<file path="src/rtl/mem_arb_pkg.sv">
// rtl/mem_arb_pkg.sv - shared types and defaults for the two-port burst memory arbiter
package mem_arb_pkg;

    typedef enum logic [1:0] {
        IDLE    = 2'd0,
        GRANT0  = 2'd1,
        GRANT1  = 2'd2,
        RELEASE = 2'd3
    } arb_state_t;

    localparam int DEF_BURST_LEN   = 4;
    localparam int DEF_BURST_WIDTH = 32;
    localparam int DEF_ADDR_WIDTH  = 32;

    // Beat counter must hold BURST_LEN itself and is never narrower than 3 bits.
    function automatic int beat_cnt_width(input int len);
        int w;
        w = $clog2(len + 1);
        return (w < 3) ? 3 : w;
    endfunction

endpackage

</file>
<file path="src/rtl/arb_rr2.sv">
// rtl/arb_rr2.sv - two-way round-robin selector producing a one-hot grant
module arb_rr2 (
    input  logic [1:0] req,
    input  logic       last,
    output logic [1:0] gnt
);

    // On a collision the port that did not own the bus last time wins.
    always_comb begin
        gnt = req;
        if (req == 2'b11) begin
            gnt = last ? 2'b01 : 2'b10;
        end
    end

endmodule

</file>
<file path="src/rtl/mem_arbiter.sv">
// rtl/mem_arbiter.sv - round-robin arbiter giving D-cache and I-cache ports whole bursts on one memory
module mem_arbiter
    import mem_arb_pkg::*;
#(
    parameter int BURST_LEN   = DEF_BURST_LEN,
    parameter int BURST_WIDTH = DEF_BURST_WIDTH,
    parameter int ADDR_WIDTH  = DEF_ADDR_WIDTH
) (
    input  logic                   clk,
    input  logic                   rst,

    input  logic                   m0_read,
    input  logic                   m0_write,
    input  logic [ADDR_WIDTH-1:0]  m0_address,
    input  logic [BURST_WIDTH-1:0] m0_wdata,
    input  logic [3:0]             m0_byte_enable,
    output logic [BURST_WIDTH-1:0] m0_rdata,
    output logic                   m0_resp,

    input  logic                   m1_read,
    input  logic                   m1_write,
    input  logic [ADDR_WIDTH-1:0]  m1_address,
    input  logic [BURST_WIDTH-1:0] m1_wdata,
    input  logic [3:0]             m1_byte_enable,
    output logic [BURST_WIDTH-1:0] m1_rdata,
    output logic                   m1_resp,

    output logic                   mem_read,
    output logic                   mem_write,
    output logic [ADDR_WIDTH-1:0]  mem_address,
    output logic [BURST_WIDTH-1:0] mem_wdata,
    output logic [3:0]             mem_byte_enable,
    input  logic [BURST_WIDTH-1:0] mem_rdata,
    input  logic                   mem_resp,

    output logic [1:0]             grant,
    output logic                   busy
);

    localparam int CNT_W = beat_cnt_width(BURST_LEN);
    localparam logic [CNT_W-1:0] LAST_BEAT = CNT_W'(BURST_LEN - 1);

    arb_state_t       state_q, state_d;
    logic [CNT_W-1:0] cnt_q, cnt_d;
    logic             last_q, last_d;

    logic [1:0]       req;
    logic [1:0]       gnt;

    assign req = {m1_read | m1_write, m0_read | m0_write};

    arb_rr2 u_rr (
        .req  (req),
        .last (last_q),
        .gnt  (gnt)
    );

    always_ff @(posedge clk or posedge rst) begin
        if (rst) begin
            state_q <= IDLE;
            cnt_q   <= '0;
            last_q  <= 1'b1;
        end else begin
            state_q <= state_d;
            cnt_q   <= cnt_d;
            last_q  <= last_d;
        end
    end

    // Only the beat count ends a grant; request levels are irrelevant once granted.
    always_comb begin
        state_d = state_q;
        cnt_d   = cnt_q;
        last_d  = last_q;
        case (state_q)
            IDLE: begin
                cnt_d = '0;
                if (gnt[0]) begin
                    state_d = GRANT0;
                end else if (gnt[1]) begin
                    state_d = GRANT1;
                end
            end
            GRANT0, GRANT1: begin
                if (mem_resp) begin
                    cnt_d = cnt_q + CNT_W'(1);
                    if (cnt_q == LAST_BEAT) begin
                        state_d = RELEASE;
                        last_d  = (state_q == GRANT1);
                    end
                end
            end
            RELEASE: begin
                state_d = IDLE;
            end
            default: begin
                state_d = IDLE;
            end
        endcase
    end

    // Read wins over write when a port raises both in the same cycle.
    always_comb begin
        mem_read        = 1'b0;
        mem_write       = 1'b0;
        mem_address     = '0;
        mem_wdata       = '0;
        mem_byte_enable = '0;
        m0_rdata        = '0;
        m0_resp         = 1'b0;
        m1_rdata        = '0;
        m1_resp         = 1'b0;
        grant           = 2'b00;
        busy            = 1'b0;
        case (state_q)
            GRANT0: begin
                mem_read        = m0_read;
                mem_write       = m0_write & ~m0_read;
                mem_address     = m0_address;
                mem_wdata       = m0_wdata;
                mem_byte_enable = m0_byte_enable;
                m0_rdata        = mem_rdata;
                m0_resp         = mem_resp;
                grant           = 2'b01;
                busy            = 1'b1;
            end
            GRANT1: begin
                mem_read        = m1_read;
                mem_write       = m1_write & ~m1_read;
                mem_address     = m1_address;
                mem_wdata       = m1_wdata;
                mem_byte_enable = m1_byte_enable;
                m1_rdata        = mem_rdata;
                m1_resp         = mem_resp;
                grant           = 2'b10;
                busy            = 1'b1;
            end
            RELEASE: begin
                busy = 1'b1;
            end
            default: begin
                busy = 1'b0;
            end
        endcase
    end

endmodule

</file>
<file path="config.mk">
export PLATFORM = sky130hd
export DESIGN_NAME = mem_arbiter
export DESIGN_NICKNAME = d
export VERILOG_FILES = /design/src/rtl/mem_arb_pkg.sv /design/src/rtl/arb_rr2.sv /design/src/rtl/mem_arbiter.sv
export SDC_FILE = /design/constraint.sdc
export NUM_CORES = 1
export LEC_CHECK = 0
export CORE_AREA = 2 2 123 125
export CTS_BUF_LIST = sky130_fd_sc_hd__clkbuf_4 sky130_fd_sc_hd__clkbuf_8 sky130_fd_sc_hd__clkbuf_16
export CTS_CLUSTER_DIAMETER = 60
export CTS_CLUSTER_SIZE = 25
export DETAILED_ROUTE_END_ITERATION = 8
export DIE_AREA = 0 0 125 127
export MAX_ROUTING_LAYER = met4
export PLACE_DENSITY = 0.54
export SLEW_MARGIN = 0
export SYNTH_ARGS = -nofsm -noshare
export SYNTH_HDL_FRONTEND = slang
export SYNTH_HIERARCHICAL = 1
export SYNTH_SLANG_ARGS = --single-unit
</file>
<file path="constraint.sdc">
create_clock -name clk -period 4.5 [get_ports clk]
set_clock_uncertainty 0.2 [all_clocks]
set_input_delay 1.125 -clock clk [delete_from_list [all_inputs] [get_ports clk]]
set_output_delay 1.125 -clock clk [all_outputs]
set_load 0.005 [all_outputs]
</file>
* Word-level counts from Yosys, hierarchy flattened
Index checks and enable logic that the tools add are counted.
** Cells by class
- Add/subtract/negate cells :: 1
- Equal/unequal tests :: 8
- Multiplexer cells :: 20
- Bitwise operators :: 6
- Reductions and logical operators :: 7
** Operators with widths (number)
- $pmux W32 S2 :: 2
- $mux W32 :: 2
- $mux W2 :: 6
- $pmux W4 S2 :: 1
- $eq A2 B2 Y1 const B :: 3
- $pmux W2 S3 :: 1
- $pmux W3 S2 :: 1
- $reduce_and A3 Y1 :: 2
- $ne A2 B2 Y1 const B :: 2
- $pmux W1 S2 :: 2
- $pmux W2 S2 :: 1
- $add A3 B1 Y3 const B :: 1
- $eq A3 B2 Y1 const B :: 1
- $mux W1 :: 3
- $mux W3 :: 1
- $ne A3 B3 Y1 const B :: 1
- $reduce_or A3 Y1 :: 1
- $and A1 B1 Y1 :: 2
- $eq A2 B1 Y1 const B :: 1
- $logic_not A2 Y1 :: 1
- $not A1 Y1 :: 2
- $or A1 B1 Y1 :: 2
- $reduce_and A2 Y1 :: 1
- $reduce_bool A2 Y1 :: 1
- $reduce_or A2 Y1 :: 1
** Word-level totals
- Bits in registers :: 6
- Output and inout port bits :: 139

* Logic depth before layout (Yosys ltp)
- Depth after elaboration :: 6
- Mapped depth :: 7
- Mapped depth without buffers :: 5

* Modules after synthesis
The synthesis kept the hierarchy.
** Modules (own cells, without submodules)
- mem_arbiter :: times used 1, cells each 277, area an instance 1943.1 sq um
- arb_rr2 :: times used 1, cells each 3, area an instance 18.8 sq um

* Worst setup path before layout
No wires, ideal clock.
- Kind :: input to output
- Start point :: in m1_read
- End point :: out mem_write
- Data arrival time :: 1.450 ns
- Required time :: 3.175 ns
- Path slack :: 1.725 ns
- Cell stages on the path :: 3
- Path buffers :: 0
- Cell sequence :: nand3b_1 -> o21ai_0 -> and2_1
** Between the ends
- Longest elaborated chain between the ends :: 3
** RTL lines
- start, declared :: line mem_arbiter.sv:20 : input logic m1_read,
- $not A1 Y1 :: line mem_arbiter.sv:129 : mem_write = m1_write & ~m1_read;
- $and A1 B1 Y1 :: line mem_arbiter.sv:129
- $pmux W1 S2 :: line mem_arbiter.sv:115 : case (state_q)
- end, declared :: line mem_arbiter.sv:29 : output logic mem_write,
Every way passes these cells.

* Final worst setup path
- Start point :: reg state_q[0]
- End point :: out mem_address[9]
** Between the ends
- Longest elaborated chain between the ends :: 2
- Elaborated cells between the ends (all ways) :: 3
- Classes of those cells :: eq/ne (2); mux (1)
** RTL lines
- start, declared :: line mem_arbiter.sv:43 : arb_state_t state_q, state_d;
- start signal, assigned :: line mem_arbiter.sv:64 : state_q <= state_d;
- $eq A2 B2 Y1 or $eq A2 B1 Y1 (tied branches) :: line mem_arbiter.sv:115
- $pmux W32 S2 (*) :: line mem_arbiter.sv:115
- end, declared :: line mem_arbiter.sv:30 : output logic [ADDR_WIDTH-1:0] mem_address,
Mark *: on every way between the ends. The rest lies on a longest branch, timed or not.

==> results by stage <==
Synthesis:
- Yosys printed 6 warnings.
- After synthesis, the share of flip-flops with an asynchronous set or reset is 100%.
- Among all flip-flop cells after synthesis, the most frequent one is sky130_fd_sc_hd__dfrtp_1.
- When the netlist entered floorplanning its net count stood at 462.
- Counting flops and latches in the post-synthesis netlist gives 6.
- The average instance in the mapped netlist occupies 7.01 sq um.
- In the post-synthesis netlist, the biggest area contributors are sky130_fd_sc_hd__a22oi_1 26%, sky130_fd_sc_hd__nor2b_1 22%, sky130_fd_sc_hd__and2_1 21%.
- The fraction of post-synthesis cell area in the top cell type by area is 26.4%.
- By count the netlist is led by 69 x sky130_fd_sc_hd__a22oi_1, 69 x sky130_fd_sc_hd__nor2b_1, 67 x sky130_fd_sc_hd__and2_1.
- The count of unique library cells instantiated by Yosys is 26.
- The synthesized design contains 0 enable-type register cells.
- The share of the Yosys chip area taken by registers is 7.72%.
- The library cell with the largest summed area after synthesis is sky130_fd_sc_hd__a22oi_1.
- Synthesis produced a netlist whose cell count is 280.
- The cell area that synthesis handed to floorplanning was 1960 sq um.

Flow run:
- The max-capacitance violation count is 0.

Run status:
- The flow ran to the end, and the final reports show no timing, DRC or antenna violations.

Drt:
- After detailed routing, the total wire length is 11.4 mm.
- The number of design rule violations left after detail routing is 0.
- The total number of vias is 3187.
- The number of detailed-routing iterations run before antenna repair is 4.
- The wire length per cell after detailed routing is 15.0 microns.
- The ratio of routed vias to standard cells is 4.20.
- In this run, the number of DRC markers left after iteration 0 of detailed routing was 86.
- The detail route stage leaves a number of antenna-violating nets equal to 0.

Critical path:
- The cell type of the slowest stage on the worst timing path is sky130_fd_sc_hd__ha_2.
- The data arrival time of the critical path is 2.62 ns.
- The required time of the critical path is 3.17 ns.
- The worst register-to-register path has a depth of 4.
- The endpoint type of the worst setup path is a primary output.
- The kind of start point of the critical path is a register.
- The maximum fanout count along the critical path is 33.
- The biggest cell delay along the critical path is 0.65 ns.
- For flop-to-flop paths, the worst setup slack is 2.47 ns.
- By startpoint and endpoint, the worst setup path is classified as reg -> out.
- Walking the worst path, the cells encountered are inv_1 > ha_2 > buf_4 > a22oi_1 > nor2b_1 > clkdlybuf4s50_1.

GRT:
- The number of global-route vias before repair is 3215.
- The first-pass GRT wire length is 17.2 mm.
- Entering global routing, the biggest net connects 65 pins.
- Global routing consumed, over all layers together, 13.4% of the routing resources.
- Global routing finished with a remaining overflow of 0.
- The initial antenna violation count is 0.

STA:
- Setup repair after global routing left no endpoint under its margin.
- Measured against its own limit, the worst slew margin works out to 54.9%.
- Final hold analysis gives a worst-case slack of 0.277 ns.
- The max-slew violation count is 0.
- The worst path uses 87.7% of the clock period.
- The total count of hold-check failures in the final report is 0.
- The clock period minus worst slack is 3.94 ns.
- The final sum of negative setup slack is 0 ns.
- For this run, the top clock speed supported by timing is 254 MHz.
- The final setup violation count is 0.
- For the pin with the worst max-slew slack, the measured transition is 0.676 ns.

Place:
- The number of placed instances, taps included, is 754.
- The HPWL after detailed placement is 9.29 mm.
- The total of buffers placed on input and output ports is 313.
- The last weighted congestion value of the routability-driven placer is 0.832.

CTS:
- Clock tree synthesis found a total of 6 sinks.
- The maximum clock path buffer count is 2.
- The clock tree from TritonCTS is yes.
- The number of buffers created by CTS is 3.
- The clock transition at the register clock pins on the worst setup and hold paths after CTS is 0.04 ns.
- The count of cells resized by post-cts repair is 0.
- The total of hold buffers inserted after clock tree synthesis is 0.
- The clock reaches the later pin of the worst-skew pair after 0.23 ns.
- In this run the post-CTS setup repair buffer count came out at 0.
- The root buffer cell chosen for the clock tree is sky130_fd_sc_hd__clkbuf_16.
- In this run the number of H-tree levels came out at 1.

Die:
- In this run the count of I/O pins placed on the die edge is 314.
- The die area is 15900 sq um.
- The height of the die is 127 microns.
- The floorplan step defined a core boundary enclosing 14400 sq um.
- The overall die width is 125 microns.
- The initial utilization of the core area, before any placement, comes to 13.6%.
- The number of cell rows is 44.

Layout:
- The number of standard cells in the final layout excluding fillers is 758.
- The area growth from synthesis to layout is 172%.
- The total inserted antenna cells is 0.
- The net total in the final layout is 757.
- The post-route netlist has 3.31% of its cells at a drive strength greater than 1.
- Cells fill 37.0% of the core in the end.

Power:
- The total chip power is 2.68 mW.
- The analysis attributes to cell leakage a power of 1.89 nW.
- In this run the power density over the cells is 503 nW/um^2.
- Across the VDD grid, the largest voltage drop is 0.000251 V.

Worst hold path:
- Counting instances, the worst hold path has a depth of 2.
- The worst hold path belongs to the class reg -> reg.
## kinds of logic after synthesis
kind of cell,Yosys count,share of synthesized area [%]
mux,2,1.08
fa+ha+maj,7,4.46
simple gates,149,46.8
flops,6,7.72
buf+inv,36,9.95
compound gates,80,30.0
## layer usage
| metal | wire length [microns] | up-vias | GRT usage (%) | share of wire (%) |
|---|---|---|---|---|
| li1 | - | 1561 | - | - |
| met1 | 4490 | 1449 | 14.7 | 39 |
| met2 | 5990 | 170 | 25.9 | 53 |
| met3 | 836 | 7 | 2.72 | 7.3 |
| met4 | 77 | 0 | 1.57 | 0.68 |
| met5 | 0 | - | - | 0 |
## final timing paths
path                                 start              to
worst min-delay path              cnt_q[2]        cnt_q[2]
worst max register to register  state_q[0]          last_q
worst min register to register    cnt_q[2]        cnt_q[2]
max in group asynchronous              rst          last_q
min in group asynchronous              rst        cnt_q[2]
worst max-delay path            state_q[0]  mem_address[9]
## critical path: cells and delay by family, from the launching register on
kind	cells	cell delay, ns
AO/OA/AOI/OAI	1	0.12
adder cells (fa/ha/maj)	1	0.65
flip-flops	1	0.42
buffers and inverters	3	1.03
AND/OR/NAND/NOR	1	0.16
## cell usage in the layout, fill, tap and decap left out, types with 2 or more instances in the layout
cell type	instances
sky130_fd_sc_hd__nor2b_1	69
sky130_fd_sc_hd__buf_12	2
sky130_fd_sc_hd__ha_1	4
sky130_fd_sc_hd__inv_1	6
sky130_fd_sc_hd__nand2_1	5
sky130_fd_sc_hd__nand3_1	3
sky130_fd_sc_hd__o21ai_0	4
sky130_fd_sc_hd__dfrtp_1	5
sky130_fd_sc_hd__clkdlybuf4s50_1	313
sky130_fd_sc_hd__ha_2	2
sky130_fd_sc_hd__or2_2	2
sky130_fd_sc_hd__buf_4	5
sky130_fd_sc_hd__and2_1	67
sky130_fd_sc_hd__a22oi_1	69
sky130_fd_sc_hd__nand3b_1	2
sky130_fd_sc_hd__a21oi_1	3
sky130_fd_sc_hd__clkbuf_16	3
## report_power, final
part	internal, mW	switching [mW]	leakage, nW	total [mW]
Clock	0.124	0.0336	0.0416	0.158
Sequential	0.0843	0.0219	0.0720	0.106
Combinational	1.45	0.960	1.78	2.42
Total	1.66	1.02	1.89	2.68
## area by class of cell
type                    count  area (sq um)
clock buffers               4          82.6
well taps                 184           230
multi-input cells         238          1630
repair buffers            320          3210
fillers                  1496          9090
inverters                   6          22.5
flip-flops and latches      6           151
## sequential cells by signal (all words and copies together), names as in the netlist
register / cells
last_q: 1
cnt_q: 3
state_q: 2
## through the flow
| stage | setup slack [ns] | area (sq um) |
|---|---|---|
| 3_3_place_gp | 0.660 | 5250 |
| 5_1_grt | 0.395 | 5330 |
| 3_5_place_dp | 0.685 | 5250 |
| 4_1_cts | 0.519 | 5330 |
| 6_report | 0.555 | 5330 |
| 2_1_floorplan | 1.73 | 1960 |
Note: power is estimated with default switching activity, not from simulation.
